**config.mk**
```make
export PLATFORM = sky130hd
export DESIGN_NAME = bubble_host_sequencer
export DESIGN_NICKNAME = d
export VERILOG_FILES = /design/src/rtl/bubble_host_sequencer.sv
export SDC_FILE = /design/constraint.sdc
export NUM_CORES = 1
export LEC_CHECK = 0
export CAP_MARGIN = 10
export CORE_AREA = 2 2 92 116
export CTS_BUF_LIST = sky130_fd_sc_hd__clkbuf_16
export DETAILED_ROUTE_END_ITERATION = 10
export DIE_AREA = 0 0 94 118
export GPL_TIMING_DRIVEN = 0
export MAX_ROUTING_LAYER = met4
export PLACE_DENSITY = 0.71
export SYNTH_ARGS = -nofsm -noshare
export SYNTH_HDL_FRONTEND = slang
export SYNTH_SLANG_ARGS = --single-unit
```
**constraint.sdc**
```tcl
create_clock -name i_mclk -period 2.8 [get_ports i_mclk]
set_input_delay 0.42 -clock i_mclk [delete_from_list [all_inputs] [get_ports i_mclk]]
set_output_delay 0.42 -clock i_mclk [all_outputs]
set_load 0.05 [all_outputs]
```
**src/rtl/bubble_host_sequencer.sv**
```systemverilog
// bubble_host_sequencer
// Host-side waveform generator for bubble memory access. Drives the
// shift enable (nBSEN), replicator enable (nREPEN) and bootloop enable
// (nBOOTEN) strobes through an optional bootloader loop followed by a
// programmable number of page reads. Every phase length is a parameter
// expressed in MCLK cycles.
//
// Ports:
//   i_mclk        system clock
//   i_mrst_n      synchronous active-low reset
//   i_start       begin a sequence (only honoured while idle)
//   i_skip_boot   sampled with i_start; 1 = go straight to the page reads
//   i_abort       return to idle on the next cycle, no DONE pulse
//   i_page_count  number of pages to read, sampled with i_start
//   o_nbsen       bubble shift enable, active-low
//   o_nrepen      replicator enable, active-low
//   o_nbooten     bootloop enable, active-low
//   o_busy        high whenever the sequencer is not idle
//   o_done        one-cycle pulse on normal completion
//   o_page_num    pages completed in the current sequence (saturating)

module bubble_host_sequencer #(
    parameter int CNT_W          = 24,
    parameter int PAGE_W         = 11,
    parameter int BOOT_SETUP     = 38,
    parameter int BOOT_REP_LOW   = 687,
    parameter int BOOT_REP_HIGH  = 1233,
    parameter int BOOT_LOOPS     = 2276,
    parameter int BOOT_TAIL      = 1000,
    parameter int BOOTEN_DELAY   = 423,
    parameter int PAGE_GAP       = 75000,
    parameter int PAGE_REP_DELAY = 25000,
    parameter int PAGE_REP_LOW   = 683,
    parameter int PAGE_SHIFT     = 675660,
    parameter int DONE_TAIL      = 1000
) (
    input  logic              i_mclk,
    input  logic              i_mrst_n,
    input  logic              i_start,
    input  logic              i_skip_boot,
    input  logic              i_abort,
    input  logic [PAGE_W-1:0] i_page_count,
    output logic              o_nbsen,
    output logic              o_nrepen,
    output logic              o_nbooten,
    output logic              o_busy,
    output logic              o_done,
    output logic [PAGE_W-1:0] o_page_num
);

    typedef enum logic [3:0] {
        IDLE, B_SETUP, B_REPLO, B_REPHI, B_TAIL, B_DELAY,
        P_GAP, P_PRE, P_REPLO, P_POST, FIN
    } state_t;

    // Counter reload values: a phase of N cycles loads N-1 and ends at 0.
    localparam logic [CNT_W-1:0] L_SETUP  = CNT_W'(BOOT_SETUP - 1);
    localparam logic [CNT_W-1:0] L_BREPLO = CNT_W'(BOOT_REP_LOW - 1);
    localparam logic [CNT_W-1:0] L_BREPHI = CNT_W'(BOOT_REP_HIGH - 1);
    localparam logic [CNT_W-1:0] L_LOOPS  = CNT_W'(BOOT_LOOPS);
    localparam logic [CNT_W-1:0] L_BTAIL  = CNT_W'(BOOT_TAIL - 1);
    localparam logic [CNT_W-1:0] L_BDELAY = CNT_W'(BOOTEN_DELAY - 1);
    localparam logic [CNT_W-1:0] L_GAP    = CNT_W'(PAGE_GAP - 1);
    localparam logic [CNT_W-1:0] L_PRE    = CNT_W'(PAGE_REP_DELAY - 1);
    localparam logic [CNT_W-1:0] L_PREPLO = CNT_W'(PAGE_REP_LOW - 1);
    localparam logic [CNT_W-1:0] L_POST   = CNT_W'(PAGE_SHIFT - PAGE_REP_DELAY - PAGE_REP_LOW - 1);
    localparam logic [CNT_W-1:0] L_FIN    = CNT_W'(DONE_TAIL - 1);

    localparam bit L_PARAMS_OK =
        (BOOT_SETUP >= 1) && (BOOT_REP_LOW >= 1) && (BOOT_REP_HIGH >= 1) &&
        (BOOT_LOOPS >= 1) && (BOOT_TAIL >= 1) && (BOOTEN_DELAY >= 1) &&
        (PAGE_GAP >= 1) && (PAGE_REP_DELAY >= 1) && (PAGE_REP_LOW >= 1) &&
        (PAGE_SHIFT >= 1) && (DONE_TAIL >= 1) &&
        (PAGE_REP_DELAY + PAGE_REP_LOW < PAGE_SHIFT);

    state_t            r_state, w_state;
    logic [CNT_W-1:0]  r_cnt, w_cnt;
    logic [CNT_W-1:0]  r_loops, w_loops;
    logic [PAGE_W-1:0] r_pageTotal, w_pageTotal;
    logic [PAGE_W-1:0] r_pageNum, w_pageNum;
    logic              r_nbsen, w_nbsen;
    logic              r_nrepen, w_nrepen;
    logic              r_nbooten, w_nbooten;
    logic              r_busy, w_busy;
    logic              r_done, w_done;
    logic              w_phaseEnd;
    logic [PAGE_W-1:0] w_pageInc;

    assign w_phaseEnd = (r_cnt == '0);
    // Completed-page count stops at all-ones instead of wrapping.
    assign w_pageInc  = (r_pageNum == '1) ? r_pageNum : r_pageNum + PAGE_W'(1);

    // Next-state and next-output logic. Every output is computed here and
    // registered below, so the pins change exactly on phase boundaries.
    // ABORT is checked first so it overrides START and any phase in flight.
    always_comb begin
        w_state     = r_state;
        w_cnt       = w_phaseEnd ? r_cnt : r_cnt - CNT_W'(1);
        w_loops     = r_loops;
        w_pageTotal = r_pageTotal;
        w_pageNum   = r_pageNum;
        w_nbsen     = r_nbsen;
        w_nrepen    = r_nrepen;
        w_nbooten   = r_nbooten;
        w_done      = 1'b0;

        if (i_abort) begin
            w_state   = IDLE;
            w_nbsen   = 1'b1;
            w_nrepen  = 1'b1;
            w_nbooten = 1'b0;
        end else begin
            case (r_state)
                IDLE: begin
                    if (i_start) begin
                        w_pageTotal = i_page_count;
                        w_pageNum   = '0;
                        if (!i_skip_boot) begin
                            w_state = B_SETUP;
                            w_cnt   = L_SETUP;
                            w_nbsen = 1'b0;
                        end else begin
                            w_nbooten = 1'b1;
                            // A zero page count skips straight to the finish tail.
                            if (i_page_count == '0) begin
                                w_state = FIN;
                                w_cnt   = L_FIN;
                            end else begin
                                w_state = P_GAP;
                                w_cnt   = L_GAP;
                            end
                        end
                    end
                end
                B_SETUP: if (w_phaseEnd) begin
                    w_state  = B_REPLO;
                    w_cnt    = L_BREPLO;
                    w_nrepen = 1'b0;
                    w_loops  = CNT_W'(1);
                end
                B_REPLO: if (w_phaseEnd) begin
                    w_state  = B_REPHI;
                    w_cnt    = L_BREPHI;
                    w_nrepen = 1'b1;
                end
                B_REPHI: if (w_phaseEnd) begin
                    // r_loops counts pulses already issued, including the one just ended.
                    if (r_loops < L_LOOPS) begin
                        w_state  = B_REPLO;
                        w_cnt    = L_BREPLO;
                        w_nrepen = 1'b0;
                        w_loops  = r_loops + CNT_W'(1);
                    end else begin
                        w_state = B_TAIL;
                        w_cnt   = L_BTAIL;
                    end
                end
                B_TAIL: if (w_phaseEnd) begin
                    w_state = B_DELAY;
                    w_cnt   = L_BDELAY;
                    w_nbsen = 1'b1;
                end
                B_DELAY: if (w_phaseEnd) begin
                    w_nbooten = 1'b1;
                    if (r_pageTotal == '0) begin
                        w_state = FIN;
                        w_cnt   = L_FIN;
                    end else begin
                        w_state = P_GAP;
                        w_cnt   = L_GAP;
                    end
                end
                P_GAP: if (w_phaseEnd) begin
                    w_state = P_PRE;
                    w_cnt   = L_PRE;
                    w_nbsen = 1'b0;
                end
                P_PRE: if (w_phaseEnd) begin
                    w_state  = P_REPLO;
                    w_cnt    = L_PREPLO;
                    w_nrepen = 1'b0;
                end
                P_REPLO: if (w_phaseEnd) begin
                    w_state  = P_POST;
                    w_cnt    = L_POST;
                    w_nrepen = 1'b1;
                end
                P_POST: if (w_phaseEnd) begin
                    w_nbsen   = 1'b1;
                    w_pageNum = w_pageInc;
                    if (w_pageInc < r_pageTotal) begin
                        w_state = P_GAP;
                        w_cnt   = L_GAP;
                    end else begin
                        w_state = FIN;
                        w_cnt   = L_FIN;
                    end
                end
                FIN: if (w_phaseEnd) begin
                    w_state   = IDLE;
                    w_done    = 1'b1;
                    w_nbooten = 1'b0;
                end
                default: begin
                    w_state   = IDLE;
                    w_nbsen   = 1'b1;
                    w_nrepen  = 1'b1;
                    w_nbooten = 1'b0;
                end
            endcase
        end

        w_busy = (w_state != IDLE);
    end

    // State and output registers with synchronous active-low reset.
    always_ff @(posedge i_mclk) begin
        if (!i_mrst_n) begin
            r_state     <= IDLE;
            r_cnt       <= '0;
            r_loops     <= '0;
            r_pageTotal <= '0;
            r_pageNum   <= '0;
            r_nbsen     <= 1'b1;
            r_nrepen    <= 1'b1;
            r_nbooten   <= 1'b0;
            r_busy      <= 1'b0;
            r_done      <= 1'b0;
        end else begin
            r_state     <= w_state;
            r_cnt       <= w_cnt;
            r_loops     <= w_loops;
            r_pageTotal <= w_pageTotal;
            r_pageNum   <= w_pageNum;
            r_nbsen     <= w_nbsen;
            r_nrepen    <= w_nrepen;
            r_nbooten   <= w_nbooten;
            r_busy      <= w_busy;
            r_done      <= w_done;
        end
    end

    // Simulation-only guard against parameter sets that would produce
    // zero-length or overlapping phases.
    always @(posedge i_mclk) begin
        assert (L_PARAMS_OK)
            else $error("bubble_host_sequencer: illegal timing parameters");
    end

    assign o_nbsen    = r_nbsen;
    assign o_nrepen   = r_nrepen;
    assign o_nbooten  = r_nbooten;
    assign o_busy     = r_busy;
    assign o_done     = r_done;
    assign o_page_num = r_pageNum;

endmodule

```
==> results.yml, run 1 <==
final_layout:
  layout_commonest_cell: "nor2_1"
  mostFrequentLayoutCells: "79 x nor2_1, 68 x dfxtp_1, 62 x nand2_1, 49 x a21oi_1, 33 x o21ai_0"
  n_antenna_cell: 0
  fillers: 889
  drive_gt1_share_pct: 16.5
  syn_to_final_growth_pct: 23.1
  final_util_pct: 64.4
  nets: 783
grt:
  grt_start_max_net_pins: 13
  grt_pass1_vias: 5676
  grt_overflow: 0
  antenna_found_initial: 0
  grt.total_usage_pct: 36.1
  grt_pass1_wl_um: 29700
yosys:
  synth_cells: 689
  avgSynthCellArea_sq_um: 7.60
  ys.flop_type: "dfxtp_1"
  ys_warn_count: 0
  yosysUniqueCellTypes: 74
  synth-edff-count: 0
  async_reset_ff_share_pct: 0
  synth_area_sq_um: 5230
  ys_ff_latch: 79
  synth-seq-area-share_pct: 30.2
  syn_nets: 720
pwr:
  clkPwrFrac_pct: 28.0
  p_leak_nw: 2.38
  swShare_pct: 37.5
  switchingPower_mw: 1.37
  ir_drop_uv: 292
  combPwrFrac_pct: 36.0
  power_density_nw_per_um2: 568
  p_seq_share_pct: 36.0
  intPower_mw: 2.29
floorplanning:
  placementRows: 41
  die_w_um: 94
  io_pins: 32
  core_area_sq_um: 10000
  die_area_sq_um: 11100
  fp.dieH_um: 118
  start_util_pct: 52.3
critical_path:
  crit_path_max_incr_delay_ns: 0.36
  reg2reg_depth: 13
  cp_num_buf_inv: 2
  r2r_end: "r_cnt[9]"
  reg2reg_setup_slack_ns: -0.17
  crit_type: "reg -> reg"
  path_max_fanout: 4
  cp-start-kind: "flip-flop"
  path_cells: "ha_4 > and4_4 > nand3_4 > buf_4 > mux2_2 > ha_1 > o21a_1 > o211ai_1 > inv_1 > a21oi_4 > o211ai_2 > nor4_1 > nor3_1"
  worstPathRequired_ns: 3.02
  crit_family: "simple AND/OR/NAND/NOR gates"
  r2r_start: "o_page_num[1]"
  cp_slowest_cell: "dfxtp_4"
  worstPathArrival_ns: 3.19
  end_kind: "flip-flop"
worst_hold_path:
  min_path_cells: 2
  min_to: "o_nbsen"
  min_from: "o_nbsen"
  hold_class: "reg -> reg"
route:
  dr.first_iter.drc_count: 479
  wl_um: 19500
  antenna_left: 0
  drc_errors: 0
  dr_total_vias: 5705
  routedWlPerCell_um: 22.0
  vias_per_cell: 6.45
  drtPass1Iterations: 6
clock_tree:
  cts.sinks: 79
  clockRootBuffer: "clkbuf_16"
  clock_latency_ns: 0.35
  cts_tree: "yes"
  cts.clk_slew.worst_paths_ns: 0.06
  numCtsBuffers: 9
  ctsHtreeMaxLevel: 3
  ctsLongestPathBuffers: 2
place:
  port_buffers: 30
  gp_congestion: 1.03
  hpwl_um: 14300
sta:
  max_freq_mhz: 336
  period_minus_slack_ns: 2.97
  slew_violations: 0
  setup_tns_ns: -0.757
  rsz0062_at_grt: "true"
  skew_ns: 0.00714
  layout_setup_ws_ns: -0.173
  relSlewSlack_pct: 43.8
  worstMarginPinSlew_ns: 0.836
  setup_viol: 17
  finalCritPeriodShare_pct: 106
  hold_viol: 0
run_status:
  violations: "negative setup slack"
  status: "finished, violations left"
job:
  max_cap_violations: 0
-- power by group through the flow --
stage	Clock, mW	Combinational (mW)	Sequential, mW
global route	1.08	1.41	1.33
finish	1.02	1.32	1.32
floorplan	0	0.854	1.31
global placement	0	1.15	1.32
CTS	1.04	1.22	1.31
detailed placement	0	1.17	1.33
-- how the worst max path moves through the flow --
stage,from,endpoint,slack [ns],cells after the start
floorplan,o_page_num[1],r_cnt[9],-0.04,14
global placement,o_page_num[0],o_busy,-0.33,14
detailed placement,o_page_num[0],o_busy,-0.35,14
CTS,o_page_num[1],r_cnt[9],-0.18,14
global route,o_page_num[1],o_busy,-0.21,15
finish,o_page_num[1],r_cnt[9],-0.17,13
-- cells in the mapped netlist (4+ instances only) --
cell | count | share of area, %
mux2i_1 | 15 | 2.9
nor3b_1 | 9 | 1.3
o21a_1 | 5 | 0.72
xor2_1 | 14 | 2.3
xnor2_1 | 23 | 3.8
inv_1 | 24 | 1.7
nand2b_1 | 6 | 0.72
buf_2 | 7 | 0.67
o21ai_0 | 38 | 3.6
dfxtp_1 | 79 | 30
nand2_1 | 63 | 4.5
nor2b_1 | 9 | 1.1
nor3_1 | 30 | 2.9
or2_2 | 4 | 0.48
nand4_1 | 10 | 1.2
nand3_1 | 20 | 1.9
or3_1 | 7 | 0.84
nor2_1 | 83 | 6.0
a21oi_1 | 54 | 5.2
nor4_1 | 24 | 2.9
and3_1 | 9 | 1.1
o22ai_1 | 5 | 0.60
o31ai_1 | 11 | 1.6
ha_1 | 15 | 3.6
and4_1 | 7 | 1.2
a31oi_1 | 14 | 1.7
and2_1 | 11 | 1.3
clkbuf_1 | 23 | 1.6
-- layout make-up --
class,count,area [sq um],area share [%]
Inverter,26,100,1.55
Clock buffer,9,225,3.50
Buffer,32,143,2.21
Sequential cell,79,1610,24.9
Tap cell,129,161,2.50
Clock inverter,6,23.8,0.369
Multi-Input combinational cell,550,3700,57.4
Timing Repair Buffer,54,488,7.57
-- flip-flops by register name (all words and copies together) (netlist names) --
signal / count
o_nbooten: 1
r_loops: 24
o_page_num: 11
r_pageTotal: 11
o_busy: 1
o_nrepen: 1
r_state: 4
o_done: 1
r_cnt: 24
o_nbsen: 1
-- worst min-delay path, cell delays in order, from the launching register on --
cell     delay, ns
dfxtp_1       0.32
mux2i_1       0.07
nand2_1       0.06
-- cell families (layout without fill, tap and decap cells) --
group	Yosys count	in the layout	share of synthesized area, %
fa+ha+maj	15	15	3.59
simple gates	312	312	31.6
xor+xnor	37	37	6.19
buf+inv	60	127	4.61
mux	16	16	3.08
flops	79	79	30.2
compound gates	170	170	20.7
-- per-stage QoR --
step	cells	power, mW	setup slack [ns]	hold slack [ns]	cell area, sq um
after floorplan	689	2.16	-0.0436	0.441	5310
after global placement	848	2.47	-0.330	0.455	5780
after detailed placement	848	2.50	-0.349	0.466	5780
after CTS	883	3.56	-0.184	0.481	6300
after global routing	885	3.82	-0.212	0.496	6440
final	885	3.66	-0.173	0.476	6440
-- what timing repair did --
| action | CTS | global route |
|---|---|---|
| pin swaps | 19 | 15 |
| setup buffers | 21 | 3 |
| cloned | 0 | 0 |
| setup endpoints to repair | 30 | 44 |
| hold buffers | 0 | 0 |
| resized for setup | 28 | 34 |
-- routing by layer --
layer  track usage, %  part of all wire (%)  wire [um]  vias to the layer above
li1                 -                     -          -                     2625
met1             37.7                    37       7200                     2678
met2             62.0                    50       9720                      299
met3             6.15                   6.3       1230                      103
met4             22.2                   6.8       1320                        0
met5                -                     0          0                        -
No activity file was read; power rests on OpenSTA's default activity.
==> run 2: changes to the inputs <==
--- a/config.mk
+++ b/config.mk
@@ -8,6 +8,7 @@
 export CAP_MARGIN = 10
 export CORE_AREA = 2 2 92 116
 export CTS_BUF_LIST = sky130_fd_sc_hd__clkbuf_16
+export CTS_CLUSTER_SIZE = 10
 export DETAILED_ROUTE_END_ITERATION = 10
 export DIE_AREA = 0 0 94 118
 export GPL_TIMING_DRIVEN = 0
==> results of run 2 <==
No change in the layout: final DEF, timing and power equal those of run 1.
==> run 3: changes to the inputs <==
--- a/config.mk
+++ b/config.mk
@@ -5,6 +5,7 @@
 export SDC_FILE = /design/constraint.sdc
 export NUM_CORES = 1
 export LEC_CHECK = 0
+export ABC_AREA = 0
 export CAP_MARGIN = 10
 export CORE_AREA = 2 2 92 116
 export CTS_BUF_LIST = sky130_fd_sc_hd__clkbuf_16
@@ -14,6 +15,7 @@
 export GPL_TIMING_DRIVEN = 0
 export MAX_ROUTING_LAYER = met4
 export PLACE_DENSITY = 0.71
+export REMOVE_ABC_BUFFERS = 1
 export SYNTH_ARGS = -nofsm -noshare
 export SYNTH_HDL_FRONTEND = slang
 export SYNTH_SLANG_ARGS = --single-unit
==> results.yml, run 3 (synthesis gave the netlist of run 1 again) <==
route:
  dr_total_vias: 5554
  routedWlPerCell_um: 19.8
  drtPass1Iterations: 7
  wl_um: 17300
  vias_per_cell: 6.36
  antenna_left: 0
  dr.first_iter.drc_count: 644
  drc_errors: 0
critical_path:
  startpoint: "o_page_num[6]"
  end_kind: "flip-flop"
  worstPathArrival_ns: 3.37
  worstPathRequired_ns: 3.02
  r2r_start: "o_page_num[6]"
  cp-start-kind: "flip-flop"
  crit_type: "reg -> reg"
  path_max_fanout: 5
clock_tree:
  ctsHtreeMaxLevel: 3
  cts_tree: "yes"
  clockRootBuffer: "clkbuf_16"
  cts.clk_slew.worst_paths_ns: 0.06
  ctsHoldBuffers: 0
  cts.sinks: 79
  ctsLongestPathBuffers: 2
  clock_latency_ns: 0.34
  numCtsBuffers: 9
run_status:
  violations: "negative setup slack"
  status: "finished, violations left"
sta:
  relSlewSlack_pct: 41.0
  layout_setup_ws_ns: -0.345
  setup_tns_ns: -2.25
  holdWs_ns: 0.482
  slew_violations: 0
  rsz0062_at_grt: "true"
  setup_viol: 11
  worstMarginPinSlew_ns: 0.883
  finalCritPeriodShare_pct: 112
  hold_viol: 0
  period_minus_slack_ns: 3.15
  max_freq_mhz: 318
  skew_ns: 0.00702
final_layout:
  fin_area_sq_um: 6450
  n_antenna_cell: 0
  nets: 771
  syn_to_final_growth_pct: 23.3
  layout_commonest_cell: "nor2_1"
  final_cells: 873
  mostFrequentLayoutCells: "78 x nor2_1, 69 x dfxtp_1, 63 x nand2_1, 50 x a21oi_1, 36 x buf_4"
  fillers: 895
  largestRegisters: "r_cnt x24, r_loops x24"
  drive_gt1_share_pct: 17.1
floorplanning:
  core_area_sq_um: 10000
  io_pins: 32
  die_w_um: 94
  fp.dieH_um: 118
  die_area_sq_um: 11100
  start_util_pct: 52.3
  placementRows: 41
job:
  max_cap_violations: 0
worst_hold_path:
  hold_class: "reg -> reg"
  min_from: "o_nbsen"
place:
  gp_congestion: 1.02
  hpwl_um: 11300
  dp.cells: 816
  port_buffers: 31
  dpl_worst_slack_ns: -0.884
  dpl-instance-area_sq_um: 5580
grt:
  grt_pass1_vias: 5444
  grt.busiest_layer: "met2"
  grt.total_usage_pct: 31.8
  grt_pass1_wl_um: 27200
  grt_start_max_net_pins: 41
  met3_usage_pct: 4.87
  use_met2_pct: 53.7
  antenna_found_initial: 0
  use_met1_pct: 36.7
  grt_overflow: 0
pwr:
  ir_drop_uv: 369
  power_density_nw_per_um2: 570
  p_leak_nw: 2.39
-- run 3: per-layer routing --
layer | wire length, um | vias to the layer above
met1 | 6820 | 2612
li1 | - | 2613
met4 | 767 | 0
met5 | 0 | -
met2 | 8670 | 261
met3 | 1080 | 68
-- run 3: repair_timing --
item / in CTS / in global routing
resized for setup: 43 / 23
cloned: 1 / 2
pin swaps: 16 / 12
setup endpoints to repair: 48 / 44
setup buffers: 35 / 4
-- run 3: cell type report --
cell class	count	area, sq um	area share (%)
Clock inverter	6	37.5	0.582
Timing Repair inverter	1	5.00	0.0776
Multi-Input combinational cell	551	3650	56.6
Inverter	26	101	1.57
Tap cell	129	161	2.50
Timing Repair Buffer	72	668	10.4
Clock buffer	9	225	3.49
Sequential cell	79	1600	24.8
-- run 3: worst paths after layout --
path	endpoint	slack (ns)	depth (start not counted)
hold reg to reg	o_nbsen	0.48	2
hold / removal	o_nbsen	0.48	2
setup / recovery	r_cnt[9]	-0.35	11
setup reg to reg	r_cnt[9]	-0.35	11
-- run 3: report_power, final --
part           switching, mW  internal [mW]  total (mW)
clock                  0.477          0.592        1.07
combinational          0.749          0.512        1.26
sequential             0.138           1.21        1.35
total                   1.36           2.31        3.68
-- run 3: per-stage QoR --
stage | util, % | power (mW)
2_1_floorplan | - | 2.11
3_3_place_gp | 55.6 | 2.39
3_5_place_dp | 55.8 | 2.42
4_1_cts | 62.7 | 3.55
5_1_grt | 64.5 | 3.84
6_report | 64.5 | 3.68
-- run 3: critical path, cell delays in order (launching register included) --
cell and delay (ns):
dfxtp_1 0.44, nand4_1 0.26, nor3_2 0.29, xnor2_1 0.15
nand2_1 0.13, ha_1 0.34, and4_1 0.23, a221o_1 0.37
a21oi_4 0.18, o211ai_2 0.18, a2111oi_4 0.34, nor3_1 0.10
==> edit: new RTL, settings of run 1 <==
Re-encode `state_t` (11 states) as one-hot, 11 bits wide.
--- a/src/rtl/bubble_host_sequencer.sv
+++ b/src/rtl/bubble_host_sequencer.sv
@@ -48,9 +48,9 @@
     output logic [PAGE_W-1:0] o_page_num
 );
 
-    typedef enum logic [3:0] {
-        IDLE, B_SETUP, B_REPLO, B_REPHI, B_TAIL, B_DELAY,
-        P_GAP, P_PRE, P_REPLO, P_POST, FIN
+    typedef enum logic [10:0] {
+        IDLE = 11'b00000000001, B_SETUP = 11'b00000000010, B_REPLO = 11'b00000000100, B_REPHI = 11'b00000001000, B_TAIL = 11'b00000010000, B_DELAY = 11'b00000100000,
+        P_GAP = 11'b00001000000, P_PRE = 11'b00010000000, P_REPLO = 11'b00100000000, P_POST = 11'b01000000000, FIN = 11'b10000000000
     } state_t;
 
     // Counter reload values: a phase of N cycles loads N-1 and ends at 0.
Check against the original RTL: same outputs for any inputs over 4 cycles, from zero or initial values and one cycle with i_mrst_n low; so few cycles prove little.
==> edit against run 1 <==
The flow still finishes with violations (negative setup slack); critical path depth is 1 higher; final area is 8.3% higher; first-iteration DRC count is 32% higher; core utilization is 5.4 points higher; non-clock buffer count is 21 higher; setup slack worse by 0.54 ns; count of clock-buffer cells in the layout is 1 higher; via count is 3.5% higher; synthesized cell count is 1.9% higher; wire length is 1.8% lower; sequential cell count is 7 higher; synthesized area hardly changed; maximum frequency is 15% lower; highest routed layer unchanged.
Power is not compared: it rests on default switching activity, and its combinational part moved more than twofold at a synthesized area within 25%.
==> edit: results (changes against run 1) <==
Seq/Total Area, Yosys=32.9% (+2.7 points); Mean Syn Cell Area=7.45 um^2 (-1.9%); Synth area leaders=dfxtp_1 (33%), nand2_1 (7.1%), nor2_1 (5.0%); Pre-antenna DRT Iters=6 (unchanged); DP Wirelength=12900 um (-9.5%); critical path's top delay family=simple AND/OR/NAND/NOR gates; I/O Buffers=30 (unchanged); Yosys cell types=59 (-20%); status=complete, but fails checks; Post-synth ARST share=0% (unchanged); Synth Warn #=0 (unchanged); Clock Path Buffers=2 (unchanged); Num CTS Buffers=9 (unchanged); final net count=811 (+3.6%); first-pass GRT wire length=28700 um (-3.5%); initial antenna violation count=0 (unchanged); R2R depth=14 (+1); share of cells above drive strength 1=23.6% (+7.0 points); CP arrival=3.75 ns (+0.56 ns); max_slew headroom=51.5% (+7.8 points); largest net degree at the start of global routing=15 (+2); setup ws final=-0.711 ns (-0.539 ns); failing checks=negative setup slack; Setup crit end=r_cnt[16]; biggest regs=r_cnt x24, r_loops x24; number of global-route vias before repair=5451 (-4.0%); CP Launch Point=o_page_num[1]; drt initial violations=632 (+32%); slowest stage delay, CP=0.40 ns (+0.04 ns); Non-Filler Instances=914 (+3.3%); crit-path max FO=3 (-1); post-synth net total=733 (+1.8%); final WL=19100 um (-1.8%); H-tree level count=3 (unchanged); clk_skew=0.00887 ns (+0.00173 ns); HP Class=flop to flop; # setup viols final=34 (+17); via-per-instance ratio=6.46 (+0.17%); Peak VDD IR=0.000748 V; placed insts=861 (+1.5%); Int Power=0.00349 W; Slowest-stage cell, CP=a221o_2; Post-synth top cells=nand2_1 (99), dfxtp_1 (86), nor2_1 (70); gr usage total=34.1% (-2.0 points); Reg clk slew, reported paths=0.07 ns; Antenna Cells=0 (unchanged); Worst-Skew Late Latency=0.35 ns (about the same); Root Driver=clkbuf_16; Placer Congestion=0.988 (-4.3%); Mapped Area=0.00523 mm^2 (about the same); Lkg Pwr=2.65 nW
==> edit: cell count changes after synthesis, moves of 6 or more <==
cell	change
nand4_1	+8
dfxtp_1	+7
nor2_1	-13
clkbuf_1	+13
nand2_1	+36
nor3b_1	-7
nand3_1	+8
nor2b_1	-6
mux2i_1	-12
xnor2_1	-6
a31oi_1	-7
==> edit: cell type report <==
class,count,area [um^2]
clock buffers,10,250
repair buffers,79,739
flip-flops and latches,86,1750
clock inverters,6,60.1
fillers,807,3020
inverters,21,83.8
multi-input cells,555,3780
well taps,129,161
plain buffers,28,160
==> edit: worst min-delay path by stage <==
| stage | from | end | slack, ns | cells after the start |
|---|---|---|---|---|
| floorplan | r_loops[23] | r_loops[23] | 0.43 | 1 |
| detailed placement | r_loops[17] | r_loops[17] | 0.45 | 1 |
| global route | r_loops[18] | r_loops[18] | 0.47 | 1 |
| finish | r_loops[17] | r_loops[17] | 0.46 | 1 |
| global placement | r_loops[17] | r_loops[17] | 0.44 | 1 |
| CTS | r_loops[22] | r_loops[22] | 0.46 | 1 |
==> edit: routing by layer <==
layer / global-route usage, % / part of all wire (%)
met2: 56.4 / 50
met5: - / 0
met4: 20.7 / 6.5
met1: 38.7 / 38
met3: 3.97 / 5.8
==> edit: power by group through the flow <==
stage / clock network, W / registers, W / logic [W]
after floorplan: 0 / 0.00158 / 0.00167
after global placement: 0 / 0.00161 / 0.00226
after detailed placement: 0 / 0.00161 / 0.00227
after CTS: 0.00127 / 0.00161 / 0.00271
after global routing: 0.00131 / 0.00166 / 0.00333
final: 0.00127 / 0.00163 / 0.00314
==> edit: worst reg2reg max path: cells and delay by family, from the launching register on <==
kind,cells,cell delay [ns]
simple gates,5,1.16
compound gates,5,1.14
fa+ha+maj,2,0.46
flops,1,0.36
buf+inv,1,0.16
xor+xnor,1,0.13
==> edit: what timing repair did <==
item / CTS / global route
gates resized for setup: 74 / 86
pin swaps: 38 / 38
endpoints found under the setup margin: 70 / 83
buffers inserted: 26 / 23
cloned: 1 / 1
==> edit: logic make-up (layout without fill, tap and decap cells) <==
kind of cell,count (synthesis),in the layout,synth area share (%)
compound gates,155,155,18.6
xor+xnor,35,35,5.86
fa+ha+maj,15,15,3.59
buf+inv,61,144,4.59
flops,86,86,32.9
mux,4,4,0.789
simple gates,346,346,33.6
==> edit: through the flow <==
step                      hold WS [ns]  utilization, %  TNS (ns)  area, um^2  setup slack (ns)
after floorplan                  0.430               -     -2.06        5300            -0.666
after global placement           0.444            57.6    -27.54        5760            -0.960
after detailed placement         0.446            57.6    -26.78        5760            -0.979
after CTS                        0.463            65.5     -4.76        6550            -0.802
after global routing             0.474            69.8     -8.04        6980            -0.768
final                            0.459            69.8     -5.72        6980            -0.711
